$ cat config.mk
export PLATFORM = sky130hd
export DESIGN_NAME = washing_machine_ctrl_param
export DESIGN_NICKNAME = d
export VERILOG_FILES = /design/src/rtl/washing_machine_ctrl_param.sv
export SDC_FILE = /design/constraint.sdc
export NUM_CORES = 1
export LEC_CHECK = 0
export ABC_AREA = 1
export ABC_CLOCK_PERIOD_IN_PS = 5700
export BUFFER_PORTS_ARGS = -buffer_cell sky130_fd_sc_hd__buf_4
export CAP_MARGIN = 20
export CORE_MARGIN = 8
export CORE_UTILIZATION = 60
export CTS_CLUSTER_DIAMETER = 200
export CTS_CLUSTER_SIZE = 16
export DETAILED_ROUTE_END_ITERATION = 10
export PLACE_DENSITY_LB_ADDON = 0.05
export SLEW_MARGIN = 20
export SYNTH_ARGS = -nofsm -noshare
export SYNTH_HDL_FRONTEND = slang
export SYNTH_SLANG_ARGS = --single-unit
$ cat constraint.sdc
create_clock -name Clock -period 5.7 [get_ports Clock]
set_input_delay 0.285 -clock Clock [delete_from_list [all_inputs] [get_ports Clock]]
set_output_delay 0.285 -clock Clock [all_outputs]
set_load 0.005 [all_outputs]
$ cat src/rtl/washing_machine_ctrl_param.sv
// rtl/washing_machine_ctrl_param.sv - parametrised washing-machine program controller
//
// Sequences fill, detergent, wash, rinse passes, drain and spin with internal
// timers, fill/drain watchdogs, a user abort and a latched fault state.
//
// Ports:
//   Clock, Reset            clock and synchronous active-low reset
//   Start, Door_Close       program request and door-closed sensor
//   Filled, Drained         water level sensors
//   Detergent_Added, Abort  detergent sensor and user cancel
//   Wash_Time, Spin_Time    agitation / spin durations in cycles (latched at start)
//   Rinse_Count             number of rinse passes (latched at start)
//   Motor_on, Fill_valve_on, Drained_valve_on, Door_Lock  actuator drives
//   Done, Error             program complete / fault
//   State, Rinse_Left       debug view of state and remaining rinses
module washing_machine_ctrl_param #(
    parameter int TIMER_W     = 16,
    parameter int RINSE_W     = 2,
    parameter int FILL_LIMIT  = 1000,
    parameter int DRAIN_LIMIT = 1000
) (
    input  logic               Clock,
    input  logic               Reset,
    input  logic               Start,
    input  logic               Door_Close,
    input  logic               Filled,
    input  logic               Drained,
    input  logic               Detergent_Added,
    input  logic               Abort,
    input  logic [TIMER_W-1:0] Wash_Time,
    input  logic [TIMER_W-1:0] Spin_Time,
    input  logic [RINSE_W-1:0] Rinse_Count,
    output logic               Motor_on,
    output logic               Fill_valve_on,
    output logic               Drained_valve_on,
    output logic               Door_Lock,
    output logic               Done,
    output logic               Error,
    output logic [2:0]         State,
    output logic [RINSE_W-1:0] Rinse_Left
);

    typedef enum logic [2:0] {
        IDLE    = 3'd0,
        FILL    = 3'd1,
        ADD_DET = 3'd2,
        WASH    = 3'd3,
        DRAIN   = 3'd4,
        SPIN    = 3'd5,
        DONE    = 3'd6,
        FAULT   = 3'd7
    } state_t;

    localparam int WD_MAX = (FILL_LIMIT > DRAIN_LIMIT) ? FILL_LIMIT : DRAIN_LIMIT;
    localparam int WD_W   = $clog2(WD_MAX + 1);
    localparam logic [WD_W-1:0] FILL_LAST  = WD_W'(FILL_LIMIT - 1);
    localparam logic [WD_W-1:0] DRAIN_LAST = WD_W'(DRAIN_LIMIT - 1);

    state_t             r_state;
    state_t             w_next;
    logic [TIMER_W-1:0] r_timer;
    logic [TIMER_W-1:0] r_wash_time;
    logic [TIMER_W-1:0] r_spin_time;
    logic [RINSE_W-1:0] r_rinse_left;
    logic               r_rinse_phase;
    logic               r_abort_pend;
    logic [WD_W-1:0]    r_wd;

    logic               w_start;
    logic               w_rinse_step;
    logic               w_abort_take;
    logic               w_pend;
    logic [TIMER_W-1:0] w_wash_load;
    logic [TIMER_W-1:0] w_spin_load;

    // An abort raised while already draining counts as pending on the same edge.
    assign w_pend      = r_abort_pend | ((r_state == DRAIN) && Abort);
    // Zero duration still occupies one cycle.
    assign w_wash_load = (r_wash_time == '0) ? TIMER_W'(1) : r_wash_time;
    assign w_spin_load = (r_spin_time == '0) ? TIMER_W'(1) : r_spin_time;

    always_comb begin
        w_next           = r_state;
        w_start          = 1'b0;
        w_rinse_step     = 1'b0;
        w_abort_take     = 1'b0;
        Motor_on         = 1'b0;
        Fill_valve_on    = 1'b0;
        Drained_valve_on = 1'b0;
        Door_Lock        = 1'b0;
        Done             = 1'b0;
        Error            = 1'b0;

        // Door open beats abort, sensors and watchdogs; sensors beat watchdogs.
        case (r_state)
            IDLE: begin
                if (Start && Door_Close) begin
                    w_next  = FILL;
                    w_start = 1'b1;
                end
            end
            FILL: begin
                if (!Door_Close)          w_next = FAULT;
                else if (Abort)           begin w_next = DRAIN; w_abort_take = 1'b1; end
                else if (Filled)          w_next = r_rinse_phase ? WASH : ADD_DET;
                else if (r_wd == FILL_LAST) w_next = FAULT;
            end
            ADD_DET: begin
                if (!Door_Close)          w_next = FAULT;
                else if (Abort)           begin w_next = DRAIN; w_abort_take = 1'b1; end
                else if (Detergent_Added) w_next = WASH;
            end
            WASH: begin
                if (!Door_Close)          w_next = FAULT;
                else if (Abort)           begin w_next = DRAIN; w_abort_take = 1'b1; end
                else if (r_timer <= TIMER_W'(1)) w_next = DRAIN;
            end
            DRAIN: begin
                if (!Door_Close)          w_next = FAULT;
                else if (Drained) begin
                    if (w_pend)                  w_next = DONE;
                    else if (r_rinse_left != '0) begin w_next = FILL; w_rinse_step = 1'b1; end
                    else                         w_next = SPIN;
                end
                else if (r_wd == DRAIN_LAST) w_next = FAULT;
            end
            SPIN: begin
                if (!Door_Close)          w_next = FAULT;
                else if (Abort)           begin w_next = DRAIN; w_abort_take = 1'b1; end
                else if (r_timer <= TIMER_W'(1)) w_next = DONE;
            end
            DONE: begin
                if (!Start) w_next = IDLE;
            end
            default: w_next = FAULT;
        endcase

        case (r_state)
            FILL:    begin Fill_valve_on = 1'b1; Door_Lock = 1'b1; end
            ADD_DET: Door_Lock = 1'b1;
            WASH:    begin Motor_on = 1'b1; Door_Lock = 1'b1; end
            DRAIN:   begin Drained_valve_on = 1'b1; Door_Lock = 1'b1; end
            SPIN:    begin Motor_on = 1'b1; Drained_valve_on = 1'b1; Door_Lock = 1'b1; end
            DONE:    Done = 1'b1;
            FAULT:   begin Error = 1'b1; Drained_valve_on = 1'b1; Door_Lock = !Drained; end
            default: ;
        endcase
    end

    always_ff @(posedge Clock) begin
        if (!Reset) begin
            r_state       <= IDLE;
            r_timer       <= '0;
            r_wash_time   <= '0;
            r_spin_time   <= '0;
            r_rinse_left  <= '0;
            r_rinse_phase <= 1'b0;
            r_abort_pend  <= 1'b0;
            r_wd          <= '0;
        end else begin
            r_state <= w_next;

            // Watchdog counts cycles spent in the current state, saturating.
            if (w_next != r_state)  r_wd <= '0;
            else if (r_wd != '1)    r_wd <= r_wd + 1'b1;

            if (w_next == WASH && r_state != WASH)
                r_timer <= w_wash_load;
            else if (w_next == SPIN && r_state != SPIN)
                r_timer <= w_spin_load;
            else if ((r_state == WASH || r_state == SPIN) && r_timer != '0)
                r_timer <= r_timer - 1'b1;

            if (w_start) begin
                r_wash_time   <= Wash_Time;
                r_spin_time   <= Spin_Time;
                r_rinse_left  <= Rinse_Count;
                r_rinse_phase <= 1'b0;
                r_abort_pend  <= 1'b0;
            end else begin
                if (w_rinse_step) begin
                    r_rinse_left  <= r_rinse_left - 1'b1;
                    r_rinse_phase <= 1'b1;
                end
                if (w_abort_take) begin
                    r_abort_pend <= 1'b1;
                    r_rinse_left <= '0;
                end
                if (r_state == DRAIN && Abort)
                    r_abort_pend <= 1'b1;
            end
        end
    end

    assign State      = r_state;
    assign Rinse_Left = r_rinse_left;

endmodule

==> impl_summary.md <==
Logic synthesis
The share of synthesized area occupied by flip-flops and latches is 0.330. The number of synthesized register bits is 65. The number of synthesized flops with an enable pin is 0. The most used flip-flop cell after synthesis is dfxtp_1.

The synthesized netlist net count is 674. A synthesized cell averages 6.28 µm². Yosys printed 0 warnings.

For this run, asynchronously set or reset flops after synthesis account for 0. After technology mapping, the gate count stands at 627. The cell area after synthesis is 0.00394 mm². Yosys mapped the design onto 35 distinct sky130hd cell types.

Power and ir drop
Overall power consumption after layout is estimated at 2.28 mW. The switching share of total power is 0.483. Summed over all nets, the switching power comes to 1.10 mW. The analysis attributes to cell leakage a power of 2.12 nW. The share of total power dissipated in sequential elements is 0.270. The share of total power dissipated in combinational logic is 0.550.

The maximum VDD drop is 0.294 mV. The share of total power dissipated in the clock network is 0.180. Internal power comes to 1.18 mW.

In this run the power density over the cells is 508 mW/mm².

Die
In this run the vertical extent of the chip is 97.0 µm. The floorplan die width is 97.0 µm. The region available for standard cell placement spans 0.00635 mm².

For this configuration, the core starts out at a cell density of 0.620. Row generation in the floorplan step produced 29 rows. The die covers 0.00941 mm². During I/O placement, the number of pins put on the boundary was 53.

Clock network
TritonCTS built the clock tree. The cts-stage hold buffer count is 0. The depth of the CTS H-tree is 3.

The count of clock tree sinks is 65. The number of clock buffers inserted by TritonCTS is 9. After clock tree synthesis, the clock-pin slew on the worst setup and hold paths is 90 ps. The clock latency at the later pin of the worst-skew pair is 350 ps. Once the clock tree was built, the resizer swapped 0 gates to a different size. The buffer levels on the longest clock path is 2.

In this run the post-CTS setup repair buffer count came out at 0. The root buffer cell chosen for the clock tree is clkbuf_8.

GRT
The first global-routing pass estimated 17,500 µm of wire. The via count of the first global-routing pass was 3,790. The total global routing overflow is 0. The initial antenna violation count is 0. The global-route usage over all layers is 0.217. Entering global routing, the biggest net connects 41 pins.

Routing
The post-route antenna net violation count is 0. Wires add up to 10,300 µm. The routed layout has 4,149 vias.

The count of TritonRoute iterations in the first routing pass is 5. In the routed design, unresolved DRC markers number 0. The first routing iteration left 441 violations. In the routed layout, each cell is associated on average with a via count of 5.57. Dividing the detail-routed wire length by the instance count gives 13.9 µm.

STA
The final count of hold timing violations is 0. Setup slack closes at 2820 ps. Setup repair after global routing left no endpoint under its margin. On the final layout, the worst clock skew is 11.7 ps. The final clock period utilization by the worst path is 0.506. The clock period minus final worst setup slack is 2880 ps. The setup TNS after final layout is 0 ps. The count of final setup violators is 0.

The highest achievable clock rate is 347 MHz. On the final layout, the worst hold slack is 180 ps. At the pin with the least slew margin, the transition time is 972 ps. In this run the tightest slew margin relative to its limit is 0.351. The number of pins with negative max-slew slack in the final report is 0.

Placement
OpenSTA, run right after detailed placement, puts the worst setup slack at 2850 ps. During placement, the flow inserted port buffers numbering 52. The wire-length estimate of the detail-placed layout is 7560 µm.

The cell area after placement is 0.00429 mm². The congestion estimate from routability-driven global placement came to 0.928. The number of instances in the placed design is 729.

Finish
Leaving out fill and tap cells, the most frequent cell in the layout is nand2_1. The growth of design area from synthesis to finish is 14.1%. The library cells used most frequently in the layout, excluding fill and tap cells, are nand2_1 (174), nor2_1 (112), dfxtp_1 (65). The post-layout instance count excluding filler cells is 745. In the final layout, the share of cells above drive strength 1 is 0.139. Summing all non-filler instances in the final layout gives an area of 0.00449 mm². The repair_antennas step left the layout with diodes totalling 0. Measured on the finished design, the core utilization comes to 0.707. The net count reported at finish is 710.

Worst setup path
The critical path in this run is classified as flip-flop to flip-flop. Among all stages on the critical path, the largest delay is contributed by a21oi_2. STA classifies the critical path endpoint as a flip-flop. The setup slack of the most critical reg-to-reg path is 2820 ps.

Traced cell by cell, the critical path runs through inv_1 -> nor2_2 -> inv_2 -> a21oi_2 -> a21oi_2 -> a21oi_2 -> nand2_4 -> nand3_4 -> nand2_1 -> nor2_1 -> nor2_1. The critical path buffer and inverter count is 2. The critical path required time is 5940 ps.

The data arrival time of the critical path is 3120 ps. The kind of cell with the highest combined delay along the critical path is simple AND/OR/NAND/NOR gates. By instance count, the cell type seen most on the critical path is a21oi_2. The worst setup path is launched from a flip-flop. The largest fanout on the critical path is 33. The biggest cell delay along the critical path is 610 ps.

Outcome
The flow ran to the end, and the final reports show no timing, DRC or antenna violations.

Hold path
The min-delay analysis places its worst path in the category input port to flip-flop.

Job
Max-cap violations in this run came to 0.
-- worst reg2reg max path: stages (launching register included) --
cell	delay (ps)
dfxtp_1	560
inv_1	190
nor2_2	200
inv_2	80
a21oi_2	140
a21oi_2	80
a21oi_2	610
nand2_4	360
nand3_4	280
nand2_1	120
nor2_1	110
nor2_1	40
-- state kept, by name (all words and copies together), names as in the netlist --
| signal | flops |
|---|---|
| Rinse_Left | 2 |
| State | 3 |
| r_abort_pend | 1 |
| r_rinse_phase | 1 |
| r_spin_time | 16 |
| r_timer | 16 |
| r_wash_time | 16 |
| r_wd | 10 |
-- path summary, 6_finish.rpt --
check,startpoint,to,cells after the start
setup / recovery,State[0],r_timer[3],11
hold / removal,Wash_Time[5],r_wash_time[5],3
setup reg to reg,State[0],r_timer[3],11
hold reg to reg,r_wash_time[0],r_wash_time[0],2
-- Yosys cell counts (3+ instances only) --
| cell type | count | area [µm²] |
|---|---|---|
| xnor2_1 | 4 | 35.0 |
| nor4_1 | 9 | 56.3 |
| o21ai_0 | 18 | 90.1 |
| clkbuf_1 | 16 | 60.1 |
| inv_1 | 56 | 210 |
| nor2_1 | 112 | 420 |
| a21oi_1 | 39 | 195 |
| ha_1 | 5 | 62.6 |
| a21oi_2 | 4 | 35.0 |
| buf_2 | 6 | 30.0 |
| xor2_1 | 15 | 131 |
| dfxtp_1 | 65 | 1300 |
| nor3_1 | 5 | 25.0 |
| inv_2 | 4 | 15.0 |
| buf_4 | 3 | 22.5 |
| nor2_2 | 5 | 31.3 |
| buf_6 | 3 | 33.8 |
| nand4_1 | 26 | 163 |
| nand2_2 | 4 | 25.0 |
| nand3_1 | 36 | 180 |
| nand2_1 | 174 | 653 |
-- per-layer routing --
layer | GRT usage | vias up | share of wire
li1 | - | 2083 | -
met3 | 0.0576 | 16 | 0.087
met2 | 0.313 | 183 | 0.43
met1 | 0.303 | 1867 | 0.47
met4 | 0.0722 | 0 | 0.015
met5 | 0 | - | 0
-- area by class of cell --
cell class                      instances  area, µm²
Timing Repair Buffer                   53        398
Fill cell                             553       1860
Sequential cell                        65       1300
Tap cell                               77       96.3
Clock buffer                            9        124
Inverter                               60        225
Clock inverter                          7       82.6
Multi-Input combinational cell        474       2260
-- power groups by stage --
stage               Clock, mW  Combinational, mW  Sequential, mW
detailed placement          0               1.23           0.623
global route            0.441               1.42           0.627
finish                  0.411               1.25           0.615
CTS                     0.419               1.24           0.613
floorplan                   0               1.02           0.591
global placement            0               1.21           0.620
-- cell families after synthesis --
kind of cell,share of synthesized area
buf+inv,0.0944
simple gates,0.421
compound gates,0.0956
flops,0.330
xor+xnor,0.0423
fa+ha+maj,0.0159
No activity file was read; power rests on OpenSTA's default activity.
